$ cat config.mk
export PLATFORM = sky130hd
export DESIGN_NAME = uart_rx_ctrl
export DESIGN_NICKNAME = d
export VERILOG_FILES = /design/src/rtl/uart_rx_ctrl.sv
export SDC_FILE = /design/constraint.sdc
export NUM_CORES = 1
export LEC_CHECK = 0
export ABC_AREA = 1
export CORE_ASPECT_RATIO = 1.5
export CORE_MARGIN = 2
export CORE_UTILIZATION = 50
export CTS_CLUSTER_DIAMETER = 40
export DETAILED_ROUTE_END_ITERATION = 10
export PLACE_DENSITY = 0.71
export SLEW_MARGIN = 40
export SYNTH_ARGS = -nofsm -noshare
export SYNTH_HDL_FRONTEND = slang
export SYNTH_SLANG_ARGS = --single-unit
$ cat constraint.sdc
create_clock -name clk -period 2.25 [get_ports clk]
set_input_delay 0.675 -clock clk [delete_from_list [all_inputs] [get_ports clk]]
set_output_delay 0.675 -clock clk [all_outputs]
set_load 0.1 [all_outputs]
$ cat src/rtl/uart_rx_ctrl.sv
// UART receive controller: 16x oversampling, start/data/stop sequencing,
// one-entry holding register with valid/ready handshake and error flags.
module uart_rx_ctrl #(
  parameter int CLK_FREQUENCY = 20000000,
  parameter int BAUD_RATE     = 9600,
  parameter int BAUD_DIVISION = CLK_FREQUENCY / (16 * BAUD_RATE)
) (
  input  logic       clk,
  input  logic       rst_n,
  input  logic       rx,
  output logic [7:0] rx_data,
  output logic       rx_valid,
  input  logic       rx_ready,
  output logic       frame_err,
  output logic       overrun,
  input  logic       overrun_clr,
  output logic       busy
);

  localparam int DW = (BAUD_DIVISION > 1) ? $clog2(BAUD_DIVISION) : 1;
  localparam logic [DW-1:0] DIV_LAST = DW'(BAUD_DIVISION - 1);

  typedef enum logic [2:0] {
    IDLE,
    START,
    DATA,
    STOP,
    BREAK
  } state_t;

  state_t state_q, state_d;

  logic          rx_meta, rx_s;
  logic [DW-1:0] div_cnt;
  logic          tick;
  logic [3:0]    s_cnt;
  logic [2:0]    bit_idx;
  logic [7:0]    shift_q;
  logic          start_ok, bit_samp, stop_good, stop_bad;

  assign tick = (state_q != IDLE) && (div_cnt == DIV_LAST);
  assign busy = (state_q != IDLE);

  always_ff @(posedge clk) begin
    if (!rst_n) begin
      rx_meta <= 1'b1;
      rx_s    <= 1'b1;
    end else begin
      rx_meta <= rx;
      rx_s    <= rx_meta;
    end
  end

  always_ff @(posedge clk) begin
    if (!rst_n) begin
      state_q <= IDLE;
    end else begin
      state_q <= state_d;
    end
  end

  always_comb begin
    state_d   = state_q;
    start_ok  = 1'b0;
    bit_samp  = 1'b0;
    stop_good = 1'b0;
    stop_bad  = 1'b0;
    unique case (state_q)
      IDLE: begin
        if (!rx_s) state_d = START;
      end
      START: begin
        if (tick && s_cnt == 4'd7) begin
          if (!rx_s) begin
            state_d  = DATA;
            start_ok = 1'b1;
          end else begin
            state_d = IDLE;
          end
        end
      end
      DATA: begin
        if (tick && s_cnt == 4'd15) begin
          bit_samp = 1'b1;
          if (bit_idx == 3'd7) state_d = STOP;
        end
      end
      STOP: begin
        if (tick && s_cnt == 4'd15) begin
          if (rx_s) begin
            stop_good = 1'b1;
            state_d   = IDLE;
          end else begin
            stop_bad = 1'b1;
            state_d  = BREAK;
          end
        end
      end
      BREAK: begin
        if (rx_s) state_d = IDLE;
      end
      default: state_d = IDLE;
    endcase
  end

  always_ff @(posedge clk) begin
    if (!rst_n) begin
      div_cnt <= '0;
      s_cnt   <= '0;
      bit_idx <= '0;
      shift_q <= '0;
    end else begin
      if (state_q == IDLE || tick) div_cnt <= '0;
      else div_cnt <= div_cnt + 1'b1;

      if (state_q == IDLE) s_cnt <= '0;
      else if (tick) begin
        if (state_d != state_q || bit_samp) s_cnt <= '0;
        else s_cnt <= s_cnt + 4'd1;
      end

      if (start_ok) bit_idx <= '0;
      else if (bit_samp) bit_idx <= bit_idx + 3'd1;

      if (bit_samp) shift_q[bit_idx] <= rx_s;
    end
  end

  // A byte arriving while the held one is taken at the same edge replaces it.
  always_ff @(posedge clk) begin
    if (!rst_n) begin
      rx_data   <= '0;
      rx_valid  <= 1'b0;
      frame_err <= 1'b0;
      overrun   <= 1'b0;
    end else begin
      frame_err <= stop_bad;
      if (stop_good && (!rx_valid || rx_ready)) begin
        rx_data  <= shift_q;
        rx_valid <= 1'b1;
      end else if (rx_valid && rx_ready) begin
        rx_valid <= 1'b0;
      end
      if (stop_good && rx_valid && !rx_ready) overrun <= 1'b1;
      else if (overrun_clr) overrun <= 1'b0;
    end
  end

endmodule

==> results_dict.tcl, run 1 <==
set metrics [dict create \
    power.share.switching 0.215 \
    number_of_sinks_driven_by_the_clock_tree 39 \
    worst_r2r_path_depth 12 \
    total_leakage_power_uw 0.000904 \
    biggest_area_consumer_among_synthesized_cells "dfxtp_1" \
    setup-tns-final_ns 0 \
    grt_pass1_vias 1381 \
    io_pins 17 \
    timing_worst_setup_path_type "reg -> out" \
    synth.cell_area_sq_um 1770 \
    num-fill-cells 348 \
    report.final.hold_viol_count 0 \
    timing.max_slew.rel_slack 0.612 \
    rsz0062_at_grt "false" \
    post_synth_num_cell_types 31 \
    dr_total_vias 1461 \
    tot_pwr_uw 1170 \
    clk_latency_ns 0.29 \
    avgRoutedWirePerCell_um 10.3 \
    path_clk_slew_ns 0.07 \
    global_route.overflow_total 0 \
    wl_um 3060 \
    cts-buffers-inserted 5 \
    worst_ir_drop_vdd_v 0.000507 \
    clock.fmax_mhz 544 \
    hold_depth 1 \
    final_min_period_over_clock_period 0.816 \
    p_clk_frac 0.359 \
    drt_first_pass_iters 4 \
    grt_antenna_before_repair 0 \
    outcome "finished clean" \
    postSynth.asyncResetShare 0 \
    io_buffers 16 \
    crit_path_end_kind "primary output" \
    synth_top_cell_area_share 0.442 \
    crit_path_max_incr_delay_ns 0.40 \
    rr_endpoint "s_cnt[3]$_SDFFE_PP0P_" \
    yosys_warnings 0 \
    grt_start_max_net_pins 16 \
    whs_endpoint "rx_s$_SDFF_PN1_" \
    worst_setup_path_start_kind "flop" \
    critPathSlowestCell "dfxtp_1" \
    num-nets-final 265 \
    root_buffer "clkbuf_8" \
    hp-class "reg -> reg" \
    flow.area_growth_from_synthesis_pct 15.6 \
    ctsLongestPathBuffers 2 \
    first_pass_grt_wire_length_um 5490 \
    antenna_cells_inserted 0 \
    share_comb_of_total_power 0.046 \
    regToRegSetupSlack_ns 0.52 \
    crit_fanout 6 \
    htreeDepth 2 \
    utilization 0.604 \
    p_int_uw 921 \
    synth-edff-count 0 \
    die_height_um 76.8 \
    max_cap_violations 0 \
    worst_r2r_start "div_cnt[0]$_SDFF_PP0_" \
    total_switching_power_uw 253 \
    post-dp-hpwl_um 2410 \
    core-area_sq_um 3380 \
    syn-mean-instance-area_sq_um 7.62 \
    worst-endpoint-required_ns 1.57 \
    cts.hold.buffers_added 0 \
    powerDensity_nw_per_um2 574 \
    synthesis.nets 242 \
    timing.critical_path.arrival_ns 1.16 \
    design.die.area_sq_um 4040 \
    floorplan.die.width_um 52.6 \
    postCtsSetupBuffers 0 \
    layout-drive-gt1-share 0.161 \
    worst-slew-pin-transition_ns 0.578 \
    route.antenna.remaining_nets 0 \
    hold_slack_ns 0.413 \
    synth_common_cells "53 x nor2_1, 39 x dfxtp_1, 24 x inv_1" \
    post_synth_inst_count 232 \
    drt_first_iter_violations 15 \
    vias_per_cell 4.94 \
    yosys-top-cells-area "dfxtp_1 44%, nor2_1 11%, inv_1 5.1%" \
    final_min_period_ns 1.84 \
    most_instantiated_library_cell_after_synthesis "nor2_1" \
    worstPathCellList "inv_1 -> nand2_2 -> buf_12" \
    worst_hold_startpoint "rx_meta$_SDFF_PN1_" \
    final_estimated_routing_congestion_in_global_placement 0.785 \
    sequential_cell_area_fraction_in_the_yosys_report 0.442 \
    drc_violation_count_after_routing 0 \
    final_max_tran_viols 0 \
    finalSetupViolations 0 \
    floorplan.initialDensity 0.523 \
    postCtsResizedCells 0 \
    total_of_flip_flops_plus_latches_after_synthesis 39 \
    timing.clock.skew_ns 0.00612 \
    cts_tree "done" \
    row_count 26 \
    dominantRegCellSynth "dfxtp_1" \
    sequentialPowerShare 0.594 \
    grt_util_all_layers 0.178 \
]
==> power by group through the flow <==
stage / clock network, uW / logic, uW / registers [uW]
6_report: 422 / 54.4 / 698
5_1_grt: 473 / 61.4 / 697
4_1_cts: 435 / 55.4 / 697
3_5_place_dp: 0 / 55.1 / 713
3_3_place_gp: 0 / 54.9 / 713
2_1_floorplan: 0 / 34.8 / 712
==> routing by layer <==
metal	part of all wire	track usage
met5	0	0
met1	0.41	0.173
met2	0.53	0.325
met3	0.032	0.0467
met4	0.021	0.0923
==> kinds of logic (layout without fill, tap and decap cells) <==
logic type	after synthesis	count (layout)	share of synthesized area
adder cells (fa/ha/maj)	5	5	0.0354
XOR/XNOR	3	3	0.0149
AO/OA/AOI/OAI	29	29	0.0878
multiplexers	1	1	0.00566
buffers and inverters	31	53	0.0672
flip-flops	39	39	0.442
AND/OR/NAND/NOR	124	124	0.347
==> critical path, delay by kind of cell (launching register included) <==
family | cells | cell delay, ns
and+or+nand+nor | 1 | 0.17
DFF | 1 | 0.40
buffers and inverters | 2 | 0.30
==> how the worst max path moves through the flow <==
stage / endpoint / cells after the start / startpoint / slack [ns]
final: busy / 3 / state_q[2]$_SDFF_PN0_ / 0.41
after global routing: busy / 3 / state_q[2]$_SDFF_PN0_ / 0.32
after CTS: busy / 3 / state_q[2]$_SDFF_PN0_ / 0.40
after detailed placement: div_cnt[3]$_SDFF_PP0_ / 5 / rst_n / 0.30
after global placement: div_cnt[3]$_SDFF_PP0_ / 5 / rst_n / 0.34
after floorplan: s_cnt[1]$_SDFFE_PP0P_ / 11 / state_q[1]$_SDFF_PN0_ / 0.44
==> flip-flops by register name, summed over array words and instances (netlist names) <==
| name | flops |
|---|---|
| bit_idx | 3 |
| div_cnt | 8 |
| frame_err | 1 |
| overrun | 1 |
| rx_data | 8 |
| rx_meta | 1 |
| rx_s | 1 |
| rx_valid | 1 |
| s_cnt | 4 |
| shift_q | 8 |
| state_q | 3 |
==> cell type report <==
cell class / count / area (sq um) / share of cell area
inverter: 29 / 111 / 0.0545
tap: 42 / 52.6 / 0.0257
sequential: 39 / 781 / 0.382
timing repair buffer: 18 / 158 / 0.0772
multi-input combinational: 162 / 868 / 0.425
clock buffer: 6 / 72.6 / 0.0355
==> layout by cell type, fill, tap and decap left out <==
master,n
nor3b_1,4
nand2_2,5
nand3_4,1
nor2_2,3
mux2i_1,1
a21oi_1,14
dfxtp_1,39
nand3_1,14
xor2_1,3
buf_4,13
clkbuf_8,5
o211ai_1,1
inv_2,4
or2_2,2
and3_1,1
nor3_2,1
nor4_1,3
nand3_2,1
nand2_4,1
inv_4,1
buf_12,1
nand4_1,3
ha_1,5
nor2_4,2
o21ai_1,1
a211oi_1,2
o21ai_0,10
o31ai_1,1
nor2_1,53
inv_1,24
nor3_1,7
nor2_8,1
clkbuf_1,1
nand2_1,22
clkdlybuf4s50_1,4
==> stage by stage <==
stage                     setup slack, ns  instance area, sq um  std cells
after floorplan                     0.438                  1770        232
after global placement              0.338                  1970        290
after detailed placement            0.301                  1970        290
after CTS                           0.405                  2040        296
after global routing                0.324                  2040        296
final                               0.413                  2040        296
Power figures use the tool's default switching activity.
==> run 2: changes to the inputs <==
Clock period 2.25 ns to 1.8 ns, I/O delays scaled along.
==> results_dict.tcl, run 2 (same netlist as run 1, synthesis figures left out) <==
set metrics [dict create \
    timing_worst_setup_path_type "reg -> reg" \
    drc_violation_count_after_routing 0 \
    vias_per_cell 5.09 \
    global_route.overflow_total 0 \
    row_count 26 \
    root_buffer "clkbuf_8" \
    report.final.hold_viol_count 0 \
    worst_ir_drop_vdd_v 0.000695 \
    grt_util_all_layers 0.190 \
    crit_fanout 4 \
    timing.max_slew.rel_slack 0.626 \
    max_cap_violations 0 \
    setup-tns-final_ns 0 \
    layout.cells.most_common "nor2_1" \
    first_pass_grt_wire_length_um 5800 \
    ctsLongestPathBuffers 2 \
    cts_tree "done" \
    timing.critical_path.arrival_ns 1.95 \
    layout-drive-gt1-share 0.244 \
    met1_usage 0.188 \
    most-common-layout-cells "50 x nor2_1, 35 x dfxtp_1, 23 x inv_1, 21 x nand2_1, 14 x a21oi_1" \
    rr_endpoint "s_cnt[0]$_SDFFE_PP0P_" \
    antenna_cells_inserted 0 \
    io_buffers 16 \
    num-fill-cells 272 \
    globalRoute.busiestLayer "met2" \
    number_of_sinks_driven_by_the_clock_tree 39 \
    flow.area_growth_from_synthesis_pct 33.8 \
    worst-slew-pin-transition_ns 0.558 \
    grt_pass1_vias 1408 \
    drt_first_iter_violations 16 \
    final_max_tran_viols 0 \
    worst_r2r_start "div_cnt[1]$_SDFF_PP0_" \
    grt_antenna_before_repair 0 \
    finalSetupViolations 0 \
    outcome "finished clean" \
    num-nets-final 275 \
    hold_depth 1 \
    worst_setup_path_start_kind "flop" \
    registers_with_the_most_flip_flops "div_cnt x8, rx_data x8, shift_q x8" \
    clock.fmax_mhz 584 \
    use_met3 0.0623 \
    drt_first_pass_iters 4 \
    htreeDepth 2 \
    crit_path_end_kind "flop" \
    grt_start_max_net_pins 16 \
    floorplan.initialDensity 0.523 \
    die_height_um 76.8 \
    worst-endpoint-required_ns 2.03 \
    path_clk_slew_ns 0.07 \
    post-dp-hpwl_um 2490 \
    avgRoutedWirePerCell_um 11.2 \
    regToRegSetupSlack_ns 0.09 \
    wl_um 3450 \
    utilization 0.699 \
    design.die.area_sq_um 4040 \
    core-area_sq_um 3380 \
    final_min_period_ns 1.71 \
    route.antenna.remaining_nets 0 \
    whs_endpoint "rx_s$_SDFF_PN1_" \
    grt.met2_usage 0.330 \
    final_min_period_over_clock_period 0.951 \
    final_estimated_routing_congestion_in_global_placement 0.833 \
    floorplan.die.width_um 52.6 \
    hp-class "reg -> reg" \
    timing.clock.skew_ns 0.00248 \
    io_pins 17 \
    powerDensity_nw_per_um2 718 \
    rsz0062_at_grt "true" \
    total_leakage_power_uw 0.00102 \
    dr_total_vias 1569 \
    worst_r2r_path_depth 14 \
    clk_latency_ns 0.29 \
    worst_hold_startpoint "rx_meta$_SDFF_PN1_" \
    cts-buffers-inserted 5 \
]
-- run 2: cell count changes in the layout (fill, tap and decap cells not counted), moves of 2 or more --
cell / change
nand2_4: +2
dfxtp_2: +4
nor2_2: +2
buf_12: +11
dfxtp_1: -4
nor2_1: -3
-- run 2: how the worst max path moves through the flow --
stage / slack [ns] / to / startpoint / depth (start not counted)
after floorplan: 0.13 / rx_data[0]$_SDFFE_PN0P_ / rx_valid$_SDFFE_PN0P_ / 7
after global routing: -0.05 / s_cnt[0]$_SDFFE_PP0P_ / div_cnt[1]$_SDFF_PP0_ / 14
after detailed placement: 0.01 / div_cnt[2]$_SDFF_PP0_ / rst_n / 5
after global placement: 0.06 / div_cnt[3]$_SDFF_PP0_ / rst_n / 5
after CTS: 0.04 / rx_data[2]$_SDFFE_PN0P_ / div_cnt[1]$_SDFF_PP0_ / 10
final: 0.09 / s_cnt[0]$_SDFFE_PP0P_ / div_cnt[1]$_SDFF_PP0_ / 14
-- run 2: timing repair --
action / CTS / global route
hold buffers: 0 / 0
buffers inserted: 0 / 6
resized for setup: 0 / 17
endpoints found under the setup margin: 0 / 17
hold endpoints to repair: 0 / 0
-- run 2: power breakdown --
| part | internal, uW | total (uW) | switching, uW |
|---|---|---|---|
| combinational | 32.6 | 79.5 | 47.0 |
| sequential | 866 | 872 | 5.55 |
| clock | 448 | 746 | 297 |
-- run 2: final cells by class --
cell class | instances | area [sq um] | area share
timing repair buffer | 28 | 370 | 0.157
inverter | 29 | 114 | 0.0481
clock inverter | 2 | 35.0 | 0.0148
multi-input combinational | 162 | 925 | 0.391
sequential | 39 | 786 | 0.332
clock buffer | 6 | 82.6 | 0.0349
tap | 42 | 52.6 | 0.0222
-- run 2: critical path, stage by stage, from the launching register on --
cell and delay [ns]:
dfxtp_2 0.34, inv_2 0.07, ha_4 0.14, nand3_4 0.07, nor2_4 0.15, nand3_4 0.16, nand2_4 0.14, nand2_4 0.05
nor2_4 0.11, nand3_2 0.06, nand2_1 0.06, nand2_1 0.04, nand2_1 0.07, nand2_2 0.09, nor2_2 0.10
-- run 2: stage by stage --
stage / cell area (sq um) / cells / total power [uW] / setup WS (ns) / hold slack (ns)
floorplan: 1770 / 232 / 934 / 0.132 / 0.393
global route: 2360 / 308 / 1770 / -0.0462 / 0.421
finish: 2360 / 308 / 1700 / 0.0880 / 0.414
detailed placement: 2140 / 294 / 963 / 0.0123 / 0.400
CTS: 2260 / 302 / 1710 / 0.0383 / 0.418
global placement: 2140 / 294 / 963 / 0.0563 / 0.397
-- run 2: routing by layer --
metal  vias up  wire length, um  share of wire
met2        24             1880           0.55
met5         -                0              0
met3        16              132          0.038
met1       708             1290           0.37
met4         0              143          0.041
li1        821                -              -
